## config.mk

```make
export PLATFORM = sky130hd
export DESIGN_NAME = button_conditioner
export DESIGN_NICKNAME = d
export VERILOG_FILES = /design/src/rtl/button_conditioner_pkg.sv /design/src/rtl/button_conditioner_btn_debounce.sv /design/src/rtl/button_conditioner.sv
export SDC_FILE = /design/constraint.sdc
export NUM_CORES = 1
export LEC_CHECK = 0
export ABC_AREA = 1
export CAP_MARGIN = 10
export CELL_PAD_IN_SITES_DETAIL_PLACEMENT = 1
export CELL_PAD_IN_SITES_GLOBAL_PLACEMENT = 1
export CORE_MARGIN = 4
export CORE_UTILIZATION = 25
export DETAILED_ROUTE_END_ITERATION = 10
export DONT_BUFFER_PORTS = 1
export GPL_ROUTABILITY_DRIVEN = 0
export GPL_TIMING_DRIVEN = 0
export PLACE_DENSITY = 0.52
export SLEW_MARGIN = 40
export SYNTH_ARGS = -nofsm -noshare
export SYNTH_HDL_FRONTEND = slang
export SYNTH_SLANG_ARGS = --single-unit
```

## constraint.sdc

```tcl
create_clock -name Clk -period 4.2 [get_ports Clk]
set_input_delay 0.84 -clock Clk [delete_from_list [all_inputs] [get_ports Clk]]
set_output_delay 0.84 -clock Clk [all_outputs]
set_load 0.05 [all_outputs]
```

## src/rtl/button_conditioner_pkg.sv

```systemverilog
// Shared constants for the button front end: button indices and test-button FSM states,
// reused by the tamagotchi FSM and display blocks.
package button_conditioner_pkg;

    localparam int unsigned FEED    = 0;
    localparam int unsigned HEAL    = 1;
    localparam int unsigned TEST    = 2;
    localparam int unsigned NUM_BTN = 3;

    typedef enum logic [1:0] {
        T_IDLE = 2'd0,
        T_HELD = 2'd1,
        T_LONG = 2'd2
    } test_state_e;

    // Counter width for a cycle budget of n, never narrower than one bit.
    function automatic int unsigned cnt_width(input int unsigned n);
        return (n > 2) ? $clog2(n) : 1;
    endfunction

endpackage

```

## src/rtl/button_conditioner_btn_debounce.sv

```systemverilog
// One button: two-flop synchronizer, stability counter and accepted level.
// rise_o/fall_o flag the cycle in which the accepted level is about to change.
module btn_debounce
    import button_conditioner_pkg::*;
#(
    parameter int unsigned DebCycles = 50000
) (
    input  logic clk_i,
    input  logic rst_i,
    input  logic raw_i,
    output logic level_o,
    output logic rise_o,
    output logic fall_o
);

    localparam int unsigned     CntW    = cnt_width(DebCycles);
    localparam logic [CntW-1:0] CntLast = CntW'(DebCycles - 1);

    logic [1:0]      sync_q;
    logic            stable_q, stable_d;
    logic [CntW-1:0] cnt_q, cnt_d;
    logic            sample;
    logic            accept;

    assign sample = sync_q[1];
    assign accept = (sample != stable_q) && (cnt_q >= CntLast);

    always_comb begin
        stable_d = stable_q;
        cnt_d    = cnt_q;
        if (sample == stable_q) begin
            cnt_d = '0;
        end else if (accept) begin
            stable_d = sample;
            cnt_d    = '0;
        end else if (cnt_q != '1) begin
            cnt_d = cnt_q + 1'b1;
        end
    end

    // Reset to "released" so leaving reset never looks like a press.
    always_ff @(posedge clk_i or posedge rst_i) begin
        if (rst_i) begin
            sync_q   <= 2'b00;
            stable_q <= 1'b0;
            cnt_q    <= '0;
        end else begin
            sync_q   <= {sync_q[0], raw_i};
            stable_q <= stable_d;
            cnt_q    <= cnt_d;
        end
    end

    assign level_o = stable_q;
    assign rise_o  = accept & sample;
    assign fall_o  = accept & ~sample;

endmodule

```

## src/rtl/button_conditioner.sv

```systemverilog
// Board push-button front end: debounces feed/heal/test and produces the clean strobes
// and test-mode level consumed by the tamagotchi FSM.
module button_conditioner
    import button_conditioner_pkg::*;
#(
    parameter int unsigned DEB_CYCLES     = 50000,
    parameter int unsigned LONG_CYCLES    = 250000000,
    parameter bit          BTN_ACTIVE_LOW = 1'b1
) (
    input  logic       Clk,
    input  logic       Rst,
    input  logic       btn_feed_raw,
    input  logic       btn_heal_raw,
    input  logic       btn_test_raw,
    output logic       feeding,
    output logic       healing,
    output logic       testBut,
    output logic       test_step,
    output logic [2:0] btn_level
);

    localparam int unsigned     HoldW    = cnt_width(LONG_CYCLES);
    localparam logic [HoldW-1:0] HoldLast = HoldW'(LONG_CYCLES - 1);

    logic [NUM_BTN-1:0] raw_pressed;
    logic [NUM_BTN-1:0] level;
    logic [NUM_BTN-1:0] rise;
    logic [NUM_BTN-1:0] fall;
    logic               unused_fall;

    test_state_e      state_q;
    logic [HoldW-1:0] hold_q;
    logic             feed_q, heal_q, mode_q, step_q;

    assign raw_pressed[FEED] = btn_feed_raw ^ BTN_ACTIVE_LOW;
    assign raw_pressed[HEAL] = btn_heal_raw ^ BTN_ACTIVE_LOW;
    assign raw_pressed[TEST] = btn_test_raw ^ BTN_ACTIVE_LOW;

    for (genvar i = 0; i < NUM_BTN; i++) begin : g_btn
        btn_debounce #(
            .DebCycles(DEB_CYCLES)
        ) u_deb (
            .clk_i  (Clk),
            .rst_i  (Rst),
            .raw_i  (raw_pressed[i]),
            .level_o(level[i]),
            .rise_o (rise[i]),
            .fall_o (fall[i])
        );
    end

    // Feed/heal releases carry no meaning.
    assign unused_fall = fall[FEED] ^ fall[HEAL];

    always_ff @(posedge Clk or posedge Rst) begin
        if (Rst) begin
            state_q <= T_IDLE;
            hold_q  <= '0;
            feed_q  <= 1'b0;
            heal_q  <= 1'b0;
            mode_q  <= 1'b0;
            step_q  <= 1'b0;
        end else begin
            feed_q <= rise[FEED];
            heal_q <= rise[HEAL];
            step_q <= 1'b0;
            unique case (state_q)
                T_IDLE: begin
                    if (rise[TEST]) begin
                        hold_q  <= '0;
                        state_q <= T_HELD;
                    end
                end
                T_HELD: begin
                    if (fall[TEST]) begin
                        step_q  <= 1'b1;
                        state_q <= T_IDLE;
                    end else if (hold_q >= HoldLast) begin
                        mode_q  <= ~mode_q;
                        state_q <= T_LONG;
                    end else begin
                        hold_q <= hold_q + 1'b1;
                    end
                end
                T_LONG: begin
                    if (fall[TEST]) begin
                        state_q <= T_IDLE;
                    end
                end
                default: state_q <= T_IDLE;
            endcase
        end
    end

    assign feeding   = feed_q;
    assign healing   = heal_q;
    assign testBut   = mode_q;
    assign test_step = step_q;
    assign btn_level = level;

endmodule

```

==> flow_metrics.tcl <==
set metrics [dict create \
    outcome "complete, no violations" \
    cts_setup_buffers 0 \
    ios 12 \
    synth.most_common_cell "nand2_1" \
    numCtsBuffers 9 \
    synth_nets 730 \
    worstHoldPathType "in -> async" \
    die_w_um 152 \
    ys_seq_elements 91 \
    antenna_found_initial 0 \
    clkSinkCount 91 \
    totalWireLength_mm 13.9 \
    r2r-end "g_btn[1].u_deb.cnt_q[7]$_DFFE_PP0P_" \
    synth_top_area_share_pct 43.8 \
    cts_max_path_buffers 2 \
    netlist_instances 721 \
    critPathKind "reg -> reg" \
    port_buffers 0 \
    maxSlewHeadroom_pct 59.5 \
    fin_util_pct 28.8 \
    setup_viol 0 \
    firstDrtPassIters 4 \
    period_share_pct 50.3 \
    rr_worst_depth 8 \
    layout-drive-gt1-share_pct 6.64 \
    cts-root-buf "clkbuf_16" \
    synth_area_leader_cell "dfrtp_1" \
    core.rowCount 52 \
    worst_path_max_delay_cell "dfrtp_1" \
    multiInputGateArea_um2 2530 \
    critPathMaxFanout 9 \
    static-leakage-power_nw 2.66 \
    gr-total-overflow 0 \
    die-area_um2 23200 \
    fin_skew_ns 0.00857 \
    arrival_ns 2.38 \
    reg2reg_slack_ns 2.09 \
    synth_edf_count 0 \
    vias 4467 \
    via_per_inst 4.43 \
    power-per-cell-area_nw_per_um2 297 \
    crit_path_end_kind "flop" \
    synthFlopType "dfrtp_1" \
    area.growth.synth_to_final_pct 12.7 \
    wl_per_cell_um 13.7 \
    hold_buffers 0 \
    regToRegStartpoint "g_btn[1].u_deb.cnt_q[0]$_DFFE_PP0P_" \
    worstPathCellList "ha_1, nand3_1, a21oi_1, o21ai_0, nand2_1, nor2_1, inv_1, nor3_1" \
    worstMarginPinSlew_ns 0.606 \
    cp-startpoint "g_btn[1].u_deb.cnt_q[0]$_DFFE_PP0P_" \
    ys_seq_area_share_pct 43.8 \
    grt_max_degree 57 \
    vdd_ir_drop_max_mv 0.164 \
    avgSynthCellArea_um2 7.21 \
    grt_pass1_vias 4635 \
    cts_tree "done" \
    synth_area_leaders "dfrtp_1 44%, nand2_1 15%, nor2_1 9.9%" \
    fin_ws_ns 2.09 \
    regArea_um2 2280 \
    antennaDiodeCount 0 \
    fill_cells 2516 \
    ys_types 35 \
    yosys-top-cells-count "207 x nand2_1, 137 x nor2_1, 91 x dfrtp_1" \
    grt_pass1_wl_mm 24.1 \
    place_hpwl_mm 10.7 \
    first_iter_violations 119 \
    ctsHtreeMaxLevel 3 \
    max_clock_freq_mhz 473 \
    period_needed_ns 2.11 \
    ant_nets 0 \
    crit_path_end "g_btn[1].u_deb.cnt_q[7]$_DFFE_PP0P_" \
    post-place-ws_ns 2.02 \
    cp.required_ns 4.47 \
    cp-start-kind "flop" \
    clk_latency_ns 0.36 \
    synthesis.area_um2 5200 \
    fin_nets 742 \
    cap_violations 0 \
    cts.repair.resized 0 \
    initial_core_util_pct 25.5 \
    final_hold_viol_count 0 \
    maxSlewViolCount 0 \
    grt_use_total_pct 12.7 \
    die_h_um 152 \
    ys_warn_count 0 \
    core_area_um2 20400 \
    drc 0 \
    synthArstFlopShare_pct 100 \
    slowest_delay_ns 0.39 \
    path_clk_slew_ns 0.07 \
    grt_setup_unrepaired "false" \
]
-- final cells by class --
class | count | area share (%)
multi-input combinational | 536 | 43.2
sequential | 91 | 38.9
tap | 270 | 5.77
inverter | 81 | 5.32
clock buffer | 11 | 4.31
buffer | 13 | 1.43
clock inverter | 5 | 0.598
timing repair buffer | 1 | 0.470
-- report_power, final --
part           leakage [nW]  switching [W]  total [W]  internal [W]
sequential             1.25     0.00000717   0.000893      0.000886
combinational          1.27      0.0000353  0.0000477     0.0000124
clock                 0.142       0.000364   0.000799      0.000435
-- worst min path at each step --
stage / startpoint / end / slack (ns) / cells after the start
2_1_floorplan: g_btn[0].u_deb.sync_q[0]$_DFF_PP0_ / g_btn[0].u_deb.sync_q[1]$_DFF_PP0_ / 0.33 / 0
3_3_place_gp: g_btn[0].u_deb.sync_q[0]$_DFF_PP0_ / g_btn[0].u_deb.sync_q[1]$_DFF_PP0_ / 0.33 / 0
3_5_place_dp: g_btn[1].u_deb.sync_q[0]$_DFF_PP0_ / g_btn[1].u_deb.sync_q[1]$_DFF_PP0_ / 0.34 / 0
4_1_cts: Rst / g_btn[0].u_deb.sync_q[0]$_DFF_PP0_ / 0.30 / 1
5_1_grt: Rst / g_btn[0].u_deb.sync_q[0]$_DFF_PP0_ / 0.31 / 1
6_report: Rst / g_btn[0].u_deb.sync_q[0]$_DFF_PP0_ / 0.30 / 1
-- placed cells by master, fill, tap and decap left out, types with 9 or more instances in the layout --
master | netlist | layout
xor2_1 | 23 | 23
a21oi_1 | 11 | 11
nand2_2 | 10 | 10
nor2_1 | 137 | 137
nand2_1 | 207 | 207
o21ai_0 | 11 | 11
nor3_1 | 18 | 18
nand3_1 | 67 | 67
dfrtp_1 | 91 | 91
xnor2_1 | 11 | 11
clkbuf_16 | 0 | 9
inv_1 | 79 | 78
-- per-stage QoR --
step	cell area [um^2]	instances	setup TNS [ns]	hold WS (ns)	total power, W
4_1_cts	5860	1008	0	0.302	0.00178
6_report	5860	1008	0	0.301	0.00174
3_5_place_dp	5570	992	0	0.338	0.000961
3_3_place_gp	5540	991	-20.24	0.334	0.000955
2_1_floorplan	5200	721	0	0.331	0.000941
5_1_grt	5860	1008	0	0.311	0.00183
-- cells by family after synthesis --
logic type	synth area share, %
buffers and inverters	7.46
AND/OR/NAND/NOR	38.2
adder cells (fa/ha/maj)	0.963
XOR/XNOR	5.73
flip-flops	43.8
AO/OA/AOI/OAI	3.85
-- per-layer routing --
| metal | up-vias | share of wire, % | track usage, % |
|---|---|---|---|
| met5 | - | 0 | 0 |
| met4 | 0 | 1.3 | 3.42 |
| met3 | 12 | 2.9 | 3.12 |
| met2 | 30 | 46 | 19.9 |
| met1 | 2149 | 50 | 17.4 |
| li1 | 2276 | - | - |
-- worst max-delay path: cells and delay by family, from the launching register on --
family          cells  cell delay, ns
compound gates      2            0.29
flops               1            0.39
buf+inv             1            0.20
simple gates        4            0.93
fa+ha+maj           1            0.23
-- sequential cells by signal (all words and copies together), names as in the netlist --
signal,count
healing,1
g_btn.u_deb.cnt_q,48
state_q,2
testBut,1
test_step,1
g_btn.u_deb.sync_q,6
feeding,1
hold_q,28
g_btn.u_deb.level_o,3
Power figures use the tool's default switching activity.
==> RTL change, RTL diff (same settings) <==
Register the output `btn_level`, cleared by the reset; this adds one clock of latency there. The other outputs are not delayed to match.
--- a/src/rtl/button_conditioner.sv
+++ b/src/rtl/button_conditioner.sv
@@ -98,3 +98,9 @@
     assign test_step = step_q;
-    assign btn_level = level;
+    always_ff @(posedge Clk or posedge Rst) begin
+        if (Rst) begin
+            btn_level <= '0;
+        end else begin
+            btn_level <= level;
+        end
+    end
 
Function: no difference found for any inputs over 10 cycles, from zero or initial values and one cycle with Rst high; that may be too few to reach the edited logic, so the function may still have changed.
==> RTL change against the original RTL <==
- global-route usage grew 0.15 points
- wire length grew 1.8%
- non-clock buffer count grew 3
- sequential cell count grew 3
- synthesized area grew 2.8%
- core utilization is essentially flat
- die area grew 2.7%
- clock skew is essentially flat
- cell area grew 3.1%
- worst setup slack gained 0.033 ns
- total power grew 6.6%
- largest power group unchanged
- highest routed layer unchanged
==> RTL change: results (changes against the original RTL) <==
Post-Synth XOR/XNOR Area 5.08% (-0.65 points); register area share after synthesis 44.0% (+0.20 points); status finished, final reports clean; Slew Limit Headroom 62.2% (+2.8 points); Num CTS Buffers 9 (unchanged); Distinct cells, synth 32 (-8.6%); Worst Path Max Fanout 10 (+1); Worst path max stage delay 0.41 ns (+0.02 ns); post-DP HPWL 10,800 µm (+1.6%); layout cell share with drive strength beyond 1 8.12% (+1.5 points); DP Area 5720 µm² (+2.7%); Detailed Routing Iterations Pass 1 4 (unchanged); Worst setup endpoint hold_q[9]$_DFFE_PP0P_; synth top area cells dfrtp_1 (44%), nand2_1 (13%), nor2_1 (10%); Leak 2.77 nW (+4.2%); largest net degree at the start of global routing 71 (+25%); VDD IR max 0.000133 V (-19%); via count 4,563 (+2.1%); async set or reset register ratio after synthesis 100% (unchanged); Final Net Count 755 (+1.8%); fill cell count 2,563 (+1.9%); top cells by count, synth nand2_1 (192), nor2_1 (145), dfrtp_1 (94); DR iter-0 viols 128 (+7.6%); Root Driver clkbuf_16; syn nets 743 (+1.8%); yosys warns 0 (unchanged); first-pass GRT wire length 25,000 µm (+4.0%); CP startpoint hold_q[0]$_DFFE_PP0P_; Post-CTS Setup Repair Bufs 0 (unchanged); Final Skew 0.00828 ns (-0.000287 ns); Worst R2R Path Depth 11 (+3); adder-cell share of the synthesized area 0.937% (-0.026 points); Tightest Hold Check Type input port to asynchronous set/reset pin; GRT Total Usage 12.8% (+0.15 points); routed wire length 14,100 µm (+1.8%); Reg2Reg Setup Slack 2.12 ns (+0.03 ns); CP arrival 2.32 ns (-0.06 ns); vias in the first global route 4,939 (+6.6%); Post-synth top flop dfrtp_1; Synth Area in Compound Gates 2.93% (-0.92 points); Internal 1.44 mW (+8.1%); I/O Buffers 0 (unchanged)
-- RTL change: changes by cell type after synthesis, moves of 4 or more --
cell,before,now
nor3_1,18,13
nand4_1,5,9
nand2_2,10,3
o21ai_0,11,7
nand2_1,207,192
nand3_2,3,10
nor2_1,137,145
xor2_1,23,19
nand3_1,67,90
buf_6,1,6
-- RTL change: stage by stage --
stage / hold slack, ns / util, % / instances / TNS (ns) / setup slack [ns]
global placement: 0.335 / 27.1 / 1009 / -33.55 / -0.365
floorplan: 0.331 / - / 734 / 0 / 0.911
CTS: 0.264 / 28.7 / 1026 / 0 / 2.08
detailed placement: 0.340 / 27.2 / 1010 / 0 / 2.10
finish: 0.274 / 28.7 / 1026 / 0 / 2.12
global route: 0.263 / 28.7 / 1026 / 0 / 1.93
-- RTL change: area by class of cell --
cell class | instances | area, µm² | share of cell area [%]
Buffer | 16 | 114 | 1.88
Clock buffer | 12 | 267 | 4.41
Clock inverter | 4 | 52.6 | 0.870
Inverter | 83 | 319 | 5.28
Multi-Input combinational cell | 541 | 2570 | 42.5
Sequential cell | 94 | 2350 | 38.9
Tap cell | 275 | 344 | 5.69
Timing Repair Buffer | 1 | 27.5 | 0.456
-- RTL change: power by group through the flow --
| stage | Combinational [mW] | Clock [mW] | Sequential [mW] |
|---|---|---|---|
| 6_report | 0.0487 | 0.884 | 0.921 |
| 5_1_grt | 0.0583 | 0.960 | 0.922 |
| 4_1_cts | 0.0525 | 0.920 | 0.921 |
| 3_5_place_dp | 0.0522 | 0 | 0.939 |
| 3_3_place_gp | 0.0460 | 0 | 0.938 |
| 2_1_floorplan | 0.0348 | 0 | 0.937 |
-- RTL change: per-layer routing --
layer	share of wire (%)	global-route usage (%)	wire (µm)
met5	0	0	0
met4	1.5	3.66	208
met3	2.2	2.52	316
met2	47	21.2	6670
met1	49	17.0	6920
